==> src/rtl/axi_read_mux.sv <==
// axi_read_mux: locks the read arbiter's grant for one complete AXI read
// transaction (one AR handshake, then R beats through the RLAST handshake).
// While locked, the granted master's AR channel goes to the slave port and
// the slave's R channel comes back to that master.
//
// Ports:
//   clk, reset          clock, asynchronous active-high reset
//   arb_valid, arb_sel  grant from the arbiter (only looked at in IDLE)
//   busy, grant_sel     lock status and the latched master index
//   len_err             one-cycle pulse when RLAST disagrees with ARLEN
//   m0_*/m1_*           master-side AR (in) and R (out) channels
//   s_*                 slave-side AR (out) and R (in) channels
module axi_read_mux #(
  parameter int ADDR_WIDTH = 32,
  parameter int DATA_WIDTH = 32,
  parameter int ID_WIDTH   = 4,
  parameter int LEN_WIDTH  = 8
) (
  input  logic                  clk,
  input  logic                  reset,
  input  logic                  arb_valid,
  input  logic                  arb_sel,
  output logic                  busy,
  output logic                  grant_sel,
  output logic                  len_err,
  // master 0
  input  logic [ADDR_WIDTH-1:0] m0_araddr,
  input  logic [ID_WIDTH-1:0]   m0_arid,
  input  logic [LEN_WIDTH-1:0]  m0_arlen,
  input  logic [2:0]            m0_arsize,
  input  logic [1:0]            m0_arburst,
  input  logic                  m0_arvalid,
  output logic                  m0_arready,
  output logic [DATA_WIDTH-1:0] m0_rdata,
  output logic [ID_WIDTH-1:0]   m0_rid,
  output logic [1:0]            m0_rresp,
  output logic                  m0_rlast,
  output logic                  m0_rvalid,
  input  logic                  m0_rready,
  // master 1
  input  logic [ADDR_WIDTH-1:0] m1_araddr,
  input  logic [ID_WIDTH-1:0]   m1_arid,
  input  logic [LEN_WIDTH-1:0]  m1_arlen,
  input  logic [2:0]            m1_arsize,
  input  logic [1:0]            m1_arburst,
  input  logic                  m1_arvalid,
  output logic                  m1_arready,
  output logic [DATA_WIDTH-1:0] m1_rdata,
  output logic [ID_WIDTH-1:0]   m1_rid,
  output logic [1:0]            m1_rresp,
  output logic                  m1_rlast,
  output logic                  m1_rvalid,
  input  logic                  m1_rready,
  // slave
  output logic [ADDR_WIDTH-1:0] s_araddr,
  output logic [ID_WIDTH-1:0]   s_arid,
  output logic [LEN_WIDTH-1:0]  s_arlen,
  output logic [2:0]            s_arsize,
  output logic [1:0]            s_arburst,
  output logic                  s_arvalid,
  input  logic                  s_arready,
  input  logic [DATA_WIDTH-1:0] s_rdata,
  input  logic [ID_WIDTH-1:0]   s_rid,
  input  logic [1:0]            s_rresp,
  input  logic                  s_rlast,
  input  logic                  s_rvalid,
  output logic                  s_rready
);

  typedef enum logic [1:0] {IDLE, ADDR, DATA} state_t;

  state_t               state;
  logic [LEN_WIDTH-1:0] beat_cnt;
  logic                 sel_arvalid;
  logic                 sel_rready;
  logic                 in_addr, in_data;
  logic                 r_hs;

  assign in_addr = (state == ADDR);
  assign in_data = (state == DATA);
  assign busy    = (state != IDLE);

  // AR payload follows the latched master with zero latency; outputs depend
  // only on state/grant_sel, never on arb_*, so there is no arbiter loop.
  always_comb begin
    if (grant_sel) begin
      s_araddr    = m1_araddr;
      s_arid      = m1_arid;
      s_arlen     = m1_arlen;
      s_arsize    = m1_arsize;
      s_arburst   = m1_arburst;
      sel_arvalid = m1_arvalid;
      sel_rready  = m1_rready;
    end else begin
      s_araddr    = m0_araddr;
      s_arid      = m0_arid;
      s_arlen     = m0_arlen;
      s_arsize    = m0_arsize;
      s_arburst   = m0_arburst;
      sel_arvalid = m0_arvalid;
      sel_rready  = m0_rready;
    end
  end

  assign s_arvalid  = in_addr & sel_arvalid;
  assign m0_arready = in_addr & ~grant_sel & s_arready;
  assign m1_arready = in_addr &  grant_sel & s_arready;

  // R payload is broadcast; only the granted master sees rvalid.
  assign m0_rdata  = s_rdata;
  assign m0_rid    = s_rid;
  assign m0_rresp  = s_rresp;
  assign m0_rlast  = s_rlast;
  assign m1_rdata  = s_rdata;
  assign m1_rid    = s_rid;
  assign m1_rresp  = s_rresp;
  assign m1_rlast  = s_rlast;
  assign m0_rvalid = in_data & ~grant_sel & s_rvalid;
  assign m1_rvalid = in_data &  grant_sel & s_rvalid;
  assign s_rready  = in_data & sel_rready;

  assign r_hs = s_rvalid & s_rready;

  always_ff @(posedge clk or posedge reset) begin
    if (reset) begin
      state     <= IDLE;
      grant_sel <= 1'b0;
      beat_cnt  <= '0;
      len_err   <= 1'b0;
    end else begin
      len_err <= 1'b0;
      case (state)
        IDLE: if (arb_valid) begin
          grant_sel <= arb_sel;
          state     <= ADDR;
        end
        ADDR: begin
          // A withdrawn request releases the grant without issuing an AR.
          if (!sel_arvalid) state <= IDLE;
          else if (s_arready) begin
            beat_cnt <= s_arlen;
            state    <= DATA;
          end
        end
        DATA: if (r_hs) begin
          if (s_rlast) begin
            state   <= IDLE;
            len_err <= (beat_cnt != '0);
          end else if (beat_cnt == '0) begin
            len_err <= 1'b1;  // extra beats: counter parks at zero
          end else begin
            beat_cnt <= beat_cnt - 1'b1;
          end
        end
        default: state <= IDLE;
      endcase
    end
  end

endmodule

==> config.mk <==
export PLATFORM = sky130hd
export DESIGN_NAME = axi_read_mux
export DESIGN_NICKNAME = d
export VERILOG_FILES = /design/src/rtl/axi_read_mux.sv
export SDC_FILE = /design/constraint.sdc
export NUM_CORES = 1
export LEC_CHECK = 0
export BUFFER_PORTS_ARGS = -buffer_cell sky130_fd_sc_hd__buf_2
export CAP_MARGIN = 20
export CORE_AREA = 2 2 111 113
export CTS_CLUSTER_DIAMETER = 200
export DETAILED_ROUTE_END_ITERATION = 8
export DIE_AREA = 0 0 113 115
export SYNTH_ARGS = -nofsm -noshare
export SYNTH_HDL_FRONTEND = slang
export SYNTH_SLANG_ARGS = --single-unit
==> constraint.sdc <==
create_clock -name clk -period 3.64 [get_ports clk]
set_input_delay 0.546 -clock clk [delete_from_list [all_inputs] [get_ports clk]]
set_output_delay 0.546 -clock clk [all_outputs]
set_load 0.01 [all_outputs]
# == After elaboration in Yosys (flattened, before gate mapping) ==
# Index checks and enable logic that the tools add are counted.
# op_classes
muxes,23
bitwise_logic,12
add_sub_neg,1
reduce_logical,8
n_eq_ne,10
# op_table
operator,n
$mux W8,6
$mux W32,1
$pmux W8 S2,1
$mux W2,6
$ne A2 B2 Y1 const B,6
$and A1 B1 Y1,11
$logic_not A8 Y1,1
$reduce_bool A8 Y1,1
$sub A8 B1 Y8 const B,1
$mux W1,6
$pmux W2 S3,1
$reduce_and A6 Y1,1
$mux W4,1
$reduce_and A4 Y1,1
$reduce_bool A2 Y1,2
$mux W3,1
$ne A3 B3 Y1 const B,1
$eq A2 B1 Y1 const B,1
$eq A2 B2 Y1 const B,1
$logic_not A2 Y1,1
$ne A2 B1 Y1 const B,1
$reduce_and A2 Y1,1
$not A1 Y1,1
# word_totals
ff_bits,12
inputBits,147
word_cells,58
out_inout_bits,136

# == Logic depth before layout (Yosys ltp) ==
# Gate-level depths: netlist (run 1).
# depth
word_depth,5
ltp_mapped,7
depth_no_buf,6

# == Least setup slack after synthesis (run 1) ==
# No wires, ideal clock.
# synth_timing
path_type,reg-to-output
start,register grant_sel
end,output port s_araddr[10]
slack_ns,1.375
t_required_ns,3.094
n_path_buf,3
arrival_time_ns,1.719
path_stages_with_launch,5
path_cell_list,dfrtp_1 -> buf_2 -> buf_1 -> clkbuf_1 -> mux2_2
# synth_via
elab_chain_cells,1
# synth_rtl
element,line_no,source
from (decl),24,"output logic grant_sel,"
from (signal assigned),134,grant_sel <= arb_sel;
$mux W32,86,if (grant_sel) begin
to (decl),55,"output logic [ADDR_WIDTH-1:0] s_araddr,"
# Every way passes these cells.

# == Worst setup path in the final report (run 1) ==
# layout_timing
start,register grant_sel
end,output port s_arlen[0]
# layout_via
elab_chain_cells,1
# layout_rtl
element,line_no,source
$mux W8,86,
to (decl),57,"output logic [LEN_WIDTH-1:0] s_arlen,"
# Every way passes these cells.

==> results of run 1 <==
-- placed cells by master, fill, tap and decap left out, types with 2 or more instances in the layout --
cell type / Yosys / final
mux2i_1: 3 / 3
nand2b_1: 2 / 2
buf_2: 1 / 168
nor2b_1: 3 / 3
nand2_1: 7 / 7
a22o_1: 3 / 3
ha_1: 2 / 2
mux2_2: 49 / 49
nor3_1: 2 / 2
o211ai_1: 4 / 4
o2bb2ai_1: 3 / 3
or3_1: 2 / 2
inv_1: 8 / 8
a21oi_1: 5 / 5
clkbuf_16: 0 / 3
o21ai_0: 7 / 7
o221ai_1: 3 / 3
nor4_1: 4 / 4
and3_1: 2 / 2
dfrtp_1: 12 / 11
nor2_1: 8 / 8
-- cell type report --
cell class / instances / area [um2] / share of cell area
timing repair buffer: 169 / 848 / 0.338
clock buffer: 4 / 88.8 / 0.0354
tap: 147 / 184 / 0.0733
sequential: 12 / 302 / 0.120
multi-input combinational: 123 / 1050 / 0.420
inverter: 9 / 33.8 / 0.0135
-- worst paths after layout --
| path | to | slack [ps] | cells after the start |
|---|---|---|---|
| min reg2reg | beat_cnt[5] | 530 | 1 |
| max | s_arlen[0] | 1010 | 4 |
| min in group clk | beat_cnt[5] | 530 | 1 |
| min | beat_cnt[6] | 310 | 2 |
| max in group asynchronous | grant_sel | 2980 | 2 |
| max reg2reg | beat_cnt[0] | 1490 | 4 |
-- sequential cells by signal, indices dropped and copies added (netlist names) --
| name | cells |
|---|---|
| grant_sel | 1 |
| state | 2 |
| len_err | 1 |
| beat_cnt | 8 |
-- worst max-delay path: stages, from the launching register on --
cell and delay, ps:
dfrtp_2 680, buf_4 490, mux2i_1 440, inv_1 70
buf_2 150
-- cell families after synthesis --
| family | count (synthesis) | synth area share |
|---|---|---|
| multiplexers | 53 | 0.294 |
| XOR/XNOR | 1 | 0.00435 |
| AO/OA/AOI/OAI | 33 | 0.122 |
| buffers and inverters | 96 | 0.328 |
| adder cells (fa/ha/maj) | 2 | 0.0124 |
| flip-flops | 12 | 0.149 |
| AND/OR/NAND/NOR | 34 | 0.0900 |
-- power breakdown --
group / internal (W) / total, W / switching (W)
clock: 0.000166 / 0.000229 / 0.0000632
sequential: 0.000197 / 0.000306 / 0.000109
combinational: 0.000578 / 0.00119 / 0.000613
-- per-layer routing --
metal | vias to the layer above | share of wire
met5 | - | 0
met4 | 0 | 0.023
met3 | 13 | 0.11
met2 | 154 | 0.49
met1 | 904 | 0.37
li1 | 902 | -
-- per-stage QoR --
step | instance area (um2) | utilization | cells | setup WS, ps
global route | 2510 | 0.213 | 464 | 867
detailed placement | 2420 | 0.205 | 460 | 1260
floorplan | 2020 | - | 231 | 1370
finish | 2510 | 0.213 | 464 | 1010
CTS | 2510 | 0.213 | 464 | 990
global placement | 2420 | 0.205 | 460 | 1320
==> key figures, run 1 <==
Die
  – I/O pin cnt: 283
  – Initial core utilization: 0.171
  – Core area: 11,800 um2
  – Die area: 13,000 um2
  – Row cnt: 40
  – Die Span Y: 115 um
  – Die X-Extent: 113 um

STA
  – Final setup vio count: 0
  – Clock skew: 3.02 ps
  – Max Slew Vio Count: 0
  – Peak Freq: 380 MHz
  – Worst Max-Slew Pin Slew: 706 ps
  – Final period util: 0.723
  – RSZ-0062 raised after global routing: no
  – Sum of negative setup slack: 0 ps
  – Final-report hold violation count: 0
  – Tmin final: 2630 ps
  – WHS: 306 ps
  – Relative slew slack: 0.529

Clocking
  – Clock latency on the worst-skew pair: 250 ps
  – Clock transition at path regs: 50 ps
  – CTS Hold Bufs: 0
  – CTS buffer count: 3
  – # clock sinks: 12
  – # resized after CTS: 0
  – Clock Path Buffers: 2
  – Setup bufs post-CTS: 0
  – H-tree depth: 1
  – Clock root buffer: clkbuf_16
  – CTS tree: built

Yosys
  – Synth cell count leaders: 78 x buf_4, 49 x mux2_2, 12 x dfrtp_1, 8 x inv_1, 8 x nor2_1
  – Post-synth EDFFs: 0
  – Distinct cells, synth: 39
  – Syn avg cell area: 8.73 um2
  – Synth warnings: 0
  – Post-synthesis cell area: 2020 um2
  – Sequential element share of the synthesized area: 0.149
  – Asr flop ratio synth: 1.00
  – Top-count cell post-synth: buf_4
  – Gate Count Post-Synth: 231
  – Top cell type's share of synthesized area: 0.291
  – Syn Nets: 380
  – Synth Register Bits: 12
  – Top_reg_cell synth: dfrtp_1
  – Top cell type by total area after synthesis: buf_4
  – Synth area leaders: buf_4 29%, mux2_2 27%, dfrtp_1 15%

Worst setup path
  – Arr. time, crit path: 2090 ps
  – FF-to-FF Start: grant_sel
  – CP max FO: 33
  – Worst EP required: 3090 ps
  – Crit path launch type: register
  – Worst setup EP type: output port
  – CP Class: register to output port
  – Crit. Startpoint: grant_sel

Place
  – Port Buffer Count: 168
  – Hpwl dp: 6530 um
  – Placer Congestion: 0.842

Final layout
  – Antenna diodes: 0
  – Area delta synth->final: 24.5%
  – Share of cells above drive strength 1: 0.722
  – Final #Nets: 467
  – Fillers: 1,295

Routing
  – Antenna Nets Post-Route: 0
  – WL/cell: 16.3 um
  – Post-route DRC violation count: 20
  – First drt pass iteration count: 8
  – Vias: 1,973
  – Vias per inst: 4.25
  – WL final: 7570 um
  – Initial DRC Count: 179

Global route
  – Largest net degree at the start of global routing: 34
  – First-pass GRT wire length: 10,200 um
  – Initial antenna violation count: 0
  – Number of global-route vias before repair: 1,843
  – Met3 Use GR: 0.0364
  – Most Crowded Layer GR: met2
  – Grt met2 use: 0.186
  – Overflow after GRT: 0
  – All-Layer GR Usage: 0.104
  – GR Util met1: 0.118

Pwr
  – Worst ir drop on vdd: 0.194 mV
  – Pwr per Cell Area: 688 nW/um2
  – Static leakage: 1.27 nW
  – Power Total: 0.00173 W

Worst hold path
  – Worst min path class: primary input to asynchronous set/reset pin

Outcome
  – Failing checks: design-rule violations
  – Status: finished, violations left

Job
  – Max-cap viol count: 0
Note: power is estimated with default switching activity, not from simulation.
==> run 2, diff against run 1 <==
clock period = 2.7 ns   (was 3.64 ns; I/O delays follow)
==> run 2 against run 1 <==
The run still ends with design-rule violations left. Clock skew is 0.74 ps higher. Clock power is 34% higher. Sequential power is 44% higher. Flip-flop and latch count stayed put. Final cell count is 0.86% higher. Wire length is 3.9% higher. Via count is 1.6% higher. Critical endpoint is now s_araddr[12].
==> key figures, run 2 (synthesized netlist as in run 1, its figures left out) <==
STA
  – Max Slew Vio Count: 0
  – Relative slew slack: 0.526
  – Peak Freq: 421 MHz
  – Worst Max-Slew Pin Slew: 711 ps
  – Sum of negative setup slack: 0 ps
  – Final setup vio count: 0
  – Final period util: 0.881
  – Tmin final: 2380 ps
  – Clock skew: 3.77 ps
  – Final-report hold violation count: 0
  – RSZ-0062 raised after global routing: no

Worst setup path
  – FF-to-FF setup slack: 610 ps
  – Worst setup EP type: output port
  – CP max FO: 33
  – CP Class: register to output port
  – Worst EP required: 2300 ps
  – Arr. time, crit path: 1970 ps
  – Crit path launch type: register

Pwr
  – Static leakage: 1.29 nW
  – Power Total: 0.00237 W
  – Net Sw Frac: 0.448
  – Clock power frac: 0.130
  – Internal power: 0.00131 W
  – Gate power share: 0.684
  – Reg power frac: 0.186
  – Net Sw Power: 0.00106 W
  – Worst ir drop on vdd: 0.337 mV
  – Pwr per Cell Area: 934 nW/um2

Clocking
  – CTS Hold Bufs: 0
  – Clock transition at path regs: 50 ps
  – Clock root buffer: clkbuf_16
  – Clock latency on the worst-skew pair: 240 ps
  – CTS tree: built
  – CTS buffer count: 3
  – # resized after CTS: 0
  – # clock sinks: 12
  – Clock Path Buffers: 2
  – H-tree depth: 1
  – Setup bufs post-CTS: 0

Routing
  – Post-route DRC violation count: 20
  – WL/cell: 16.8 um
  – Initial DRC Count: 151
  – First drt pass iteration count: 7
  – Antenna Nets Post-Route: 0
  – Vias per inst: 4.28
  – WL final: 7870 um
  – Vias: 2,004

Final layout
  – Antenna diodes: 0
  – Biggest regs: beat_cnt: 8 flops, state: 2 flops
  – Area delta synth->final: 26.0%
  – Final Cell Area: 2540 um2
  – Commonest non-fill, non-tap cell in the layout: buf_2
  – Max reg flops: 8
  – Final #Nets: 471
  – Largest reg by FF count: beat_cnt
  – Share of cells above drive strength 1: 0.726
  – Fin util: 0.215
  – Commonest cells after routing, fill and taps aside: 168 x buf_2, 49 x mux2_2, 11 x dfrtp_1

Outcome
  – Failing checks: design-rule violations
  – Status: finished, violations left

Worst hold path
  – Worst min path class: primary input to asynchronous set/reset pin

Die
  – Initial core utilization: 0.171
  – Row cnt: 40
  – I/O pin cnt: 283
  – Die Span Y: 115 um
  – Core area: 11,800 um2
  – Die area: 13,000 um2
  – Die X-Extent: 113 um

Place
  – Hpwl dp: 6780 um
  – Port Buffer Count: 168
  – Placed cell area: 2450 um2
  – Placer Congestion: 1.01

Global route
  – Largest net degree at the start of global routing: 34
  – First-pass GRT wire length: 10,800 um
  – All-Layer GR Usage: 0.107
  – Overflow after GRT: 0
  – Initial antenna violation count: 0
  – Number of global-route vias before repair: 1,911

Job
  – Max-cap viol count: 0
## run 2: cell types whose count changed in the layout (fill, tap and decap cells not counted), sizes merged
cell  previous run  this run
buf            169       173
## run 2: path summary, 6_finish.rpt
path                           endpoint  depth (start not counted)        start
hold / removal              beat_cnt[6]                          2        reset
setup / recovery           s_araddr[12]                          3    grant_sel
setup reg to reg            beat_cnt[0]                          4  beat_cnt[3]
max in group asynchronous     grant_sel                          2        reset
hold reg to reg             beat_cnt[6]                          1  beat_cnt[6]
min in group clk              grant_sel                          2      arb_sel
## run 2: area by class of cell
| cell class | count | area, um2 |
|---|---|---|
| fill | 1335 | 9270 |
| timing repair buffer | 173 | 878 |
| clock buffer | 4 | 88.8 |
| tap | 147 | 184 |
| multi-input combinational | 123 | 1050 |
| inverter | 9 | 33.8 |
| sequential | 12 | 302 |
## run 2: worst max-delay path, cell delays in order, from the launching register on
cell	delay, ps
dfrtp_2	820
buf_4	390
mux2_2	380
buf_2	150
## run 2: routing by layer
metal,GRT usage,share of wire
met1,0.122,0.36
met2,0.188,0.50
met5,0,0
met4,0.0293,0.011
met3,0.0401,0.13
## run 2: stage by stage
stage | setup WS [ps] | hold WS, ps | instances
floorplan | 576 | 270 | 231
global placement | 648 | 453 | 464
detailed placement | 568 | 462 | 464
CTS | 307 | 207 | 468
global route | 221 | 235 | 468
finish | 322 | 185 | 468
## run 2: power by group through the flow
stage / combinational [W] / clock (W) / sequential (W)
4_1_cts: 0.00165 / 0.000313 / 0.000439
5_1_grt: 0.00177 / 0.000318 / 0.000460
2_1_floorplan: 0.00127 / 0 / 0.000337
6_report: 0.00162 / 0.000308 / 0.000441
3_5_place_dp: 0.00164 / 0 / 0.000442
3_3_place_gp: 0.00160 / 0 / 0.000431
==> run 3, diff against run 2 <==
clock period = 2.95 ns   (was 2.7 ns; I/O delays follow)
==> run 3 against run 2 <==
The run still ends with design-rule violations left. Clock skew about the same. Core utilization decreased by 0.13 points. Final area decreased by 0.59%. Total power decreased by 9.3%. Sequential power decreased by 19%. Setup slack improved by 270 ps. First-iteration DRC count increased by 6.0%. Non-clock buffer count decreased by 2. Hold slack improved by 27 ps. Critical path type unchanged. Critical endpoint is now s_arvalid. Largest cell class unchanged. Largest power group unchanged.
==> key figures, run 3 (synthesized netlist as in run 1, its figures left out) <==
Clocking
  – # resized after CTS: 0
  – Clock latency on the worst-skew pair: 240 ps
  – Clock transition at path regs: 50 ps
  – H-tree depth: 1
  – CTS buffer count: 3
  – CTS tree: built
  – CTS Hold Bufs: 0
  – # clock sinks: 12
  – Clock root buffer: clkbuf_16
  – Clock Path Buffers: 2
  – Setup bufs post-CTS: 0

Outcome
  – Failing checks: design-rule violations
  – Status: finished, violations left

Routing
  – WL final: 7630 um
  – Vias: 1,984
  – First drt pass iteration count: 6
  – Post-route DRC violation count: 20
  – WL/cell: 16.4 um
  – Antenna Nets Post-Route: 0
  – Initial DRC Count: 160
  – Vias per inst: 4.26

Die
  – Die Span Y: 115 um
  – Row cnt: 40
  – Core area: 11,800 um2
  – Die area: 13,000 um2
  – Initial core utilization: 0.171
  – Die X-Extent: 113 um
  – I/O pin cnt: 283

Final layout
  – Commonest non-fill, non-tap cell in the layout: buf_2
  – Final #Nets: 469
  – Non-filler cells, final: 466
  – Antenna diodes: 0
  – Commonest cells after routing, fill and taps aside: 168 x buf_2, 49 x mux2_2, 11 x dfrtp_1
  – Area delta synth->final: 25.3%
  – Max reg flops: 8
  – Fin util: 0.214
  – Biggest regs: beat_cnt: 8 flops, state: 2 flops
  – Largest reg by FF count: beat_cnt
  – Share of cells above drive strength 1: 0.724
  – Fillers: 1,315

Worst setup path
  – Worst EP required: 2510 ps
  – Crit path launch type: register
  – Worst setup EP type: output port
  – Arr. time, crit path: 1910 ps
  – CP max FO: 23
  – CP Class: register to output port

Worst hold path
  – Worst min path class: primary input to asynchronous set/reset pin

STA
  – Relative slew slack: 0.466
  – Peak Freq: 425 MHz
  – Final period util: 0.798
  – Tmin final: 2350 ps
  – Sum of negative setup slack: 0 ps
  – Final setup vio count: 0
  – Worst Max-Slew Pin Slew: 801 ps
  – RSZ-0062 raised after global routing: no
  – Max Slew Vio Count: 0
  – Clock skew: 4.01 ps
  – Final-report hold violation count: 0

Global route
  – All-Layer GR Usage: 0.105
  – Largest net degree at the start of global routing: 24
  – Overflow after GRT: 0
  – Number of global-route vias before repair: 1,864
  – Initial antenna violation count: 0
  – First-pass GRT wire length: 10,500 um

Pwr
  – Static leakage: 1.28 nW
  – Pwr per Cell Area: 852 nW/um2
  – Power Total: 0.00215 W
  – Worst ir drop on vdd: 0.220 mV

Place
  – Placer Congestion: 0.807
  – Port Buffer Count: 168
  – Dpl cells: 462
  – Hpwl dp: 6580 um

Job
  – Max-cap viol count: 0
run 3: cell count changes in the layout (fill, tap and decap cells not counted):
cell / previous run / this run
buf_4: 5 / 3
run 3: worst max-delay path: stages, from the launching register on:
cell and delay, ps:
dfrtp_2 540, buf_4 340, mux2_1 350, nand2_1 150
inv_2 120, buf_2 170
run 3: report_power, final:
part	total (W)	switching, W	leakage [nW]	internal, W
logic	0.00151	0.000784	1.09	0.000730
clock network	0.000280	0.0000750	0.0442	0.000205
registers	0.000357	0.000113	0.146	0.000244
total	0.00215	0.000972	1.28	0.00118
run 3: final timing paths:
kind / startpoint / endpoint / slack [ps] / depth (start not counted)
hold reg to reg: beat_cnt[6] / beat_cnt[6] / 540 / 1
setup reg to reg: beat_cnt[3] / beat_cnt[5] / 850 / 4
setup / recovery: grant_sel / s_arvalid / 600 / 5
min in group clk: arb_sel / grant_sel / 430 / 2
max in group asynchronous: reset / grant_sel / 2380 / 2
hold / removal: reset / beat_cnt[4] / 210 / 2
run 3: through the flow:
step / worst slack, ps / cell area, um2 / hold slack [ps]
2_1_floorplan: 788 / 2020 / 307
3_3_place_gp: 811 / 2440 / 486
3_5_place_dp: 774 / 2440 / 484
4_1_cts: 558 / 2520 / 226
5_1_grt: 475 / 2520 / 270
6_report: 596 / 2520 / 212
run 3: area by class of cell:
type                            instances  area, um2  area share
Clock buffer                            4       88.8      0.0352
Inverter                                9       33.8      0.0134
Multi-Input combinational cell        123       1050       0.417
Sequential cell                        12        302       0.119
Tap cell                              147        184      0.0728
Timing Repair Buffer                  171        863       0.342
run 3: metal layers:
| metal | share of wire | wire [um] | global-route usage |
|---|---|---|---|
| met3 | 0.12 | 944 | 0.0385 |
| met1 | 0.36 | 2750 | 0.118 |
| met4 | 0.017 | 130 | 0.0211 |
| met5 | 0 | 0 | 0 |
| met2 | 0.50 | 3800 | 0.191 |
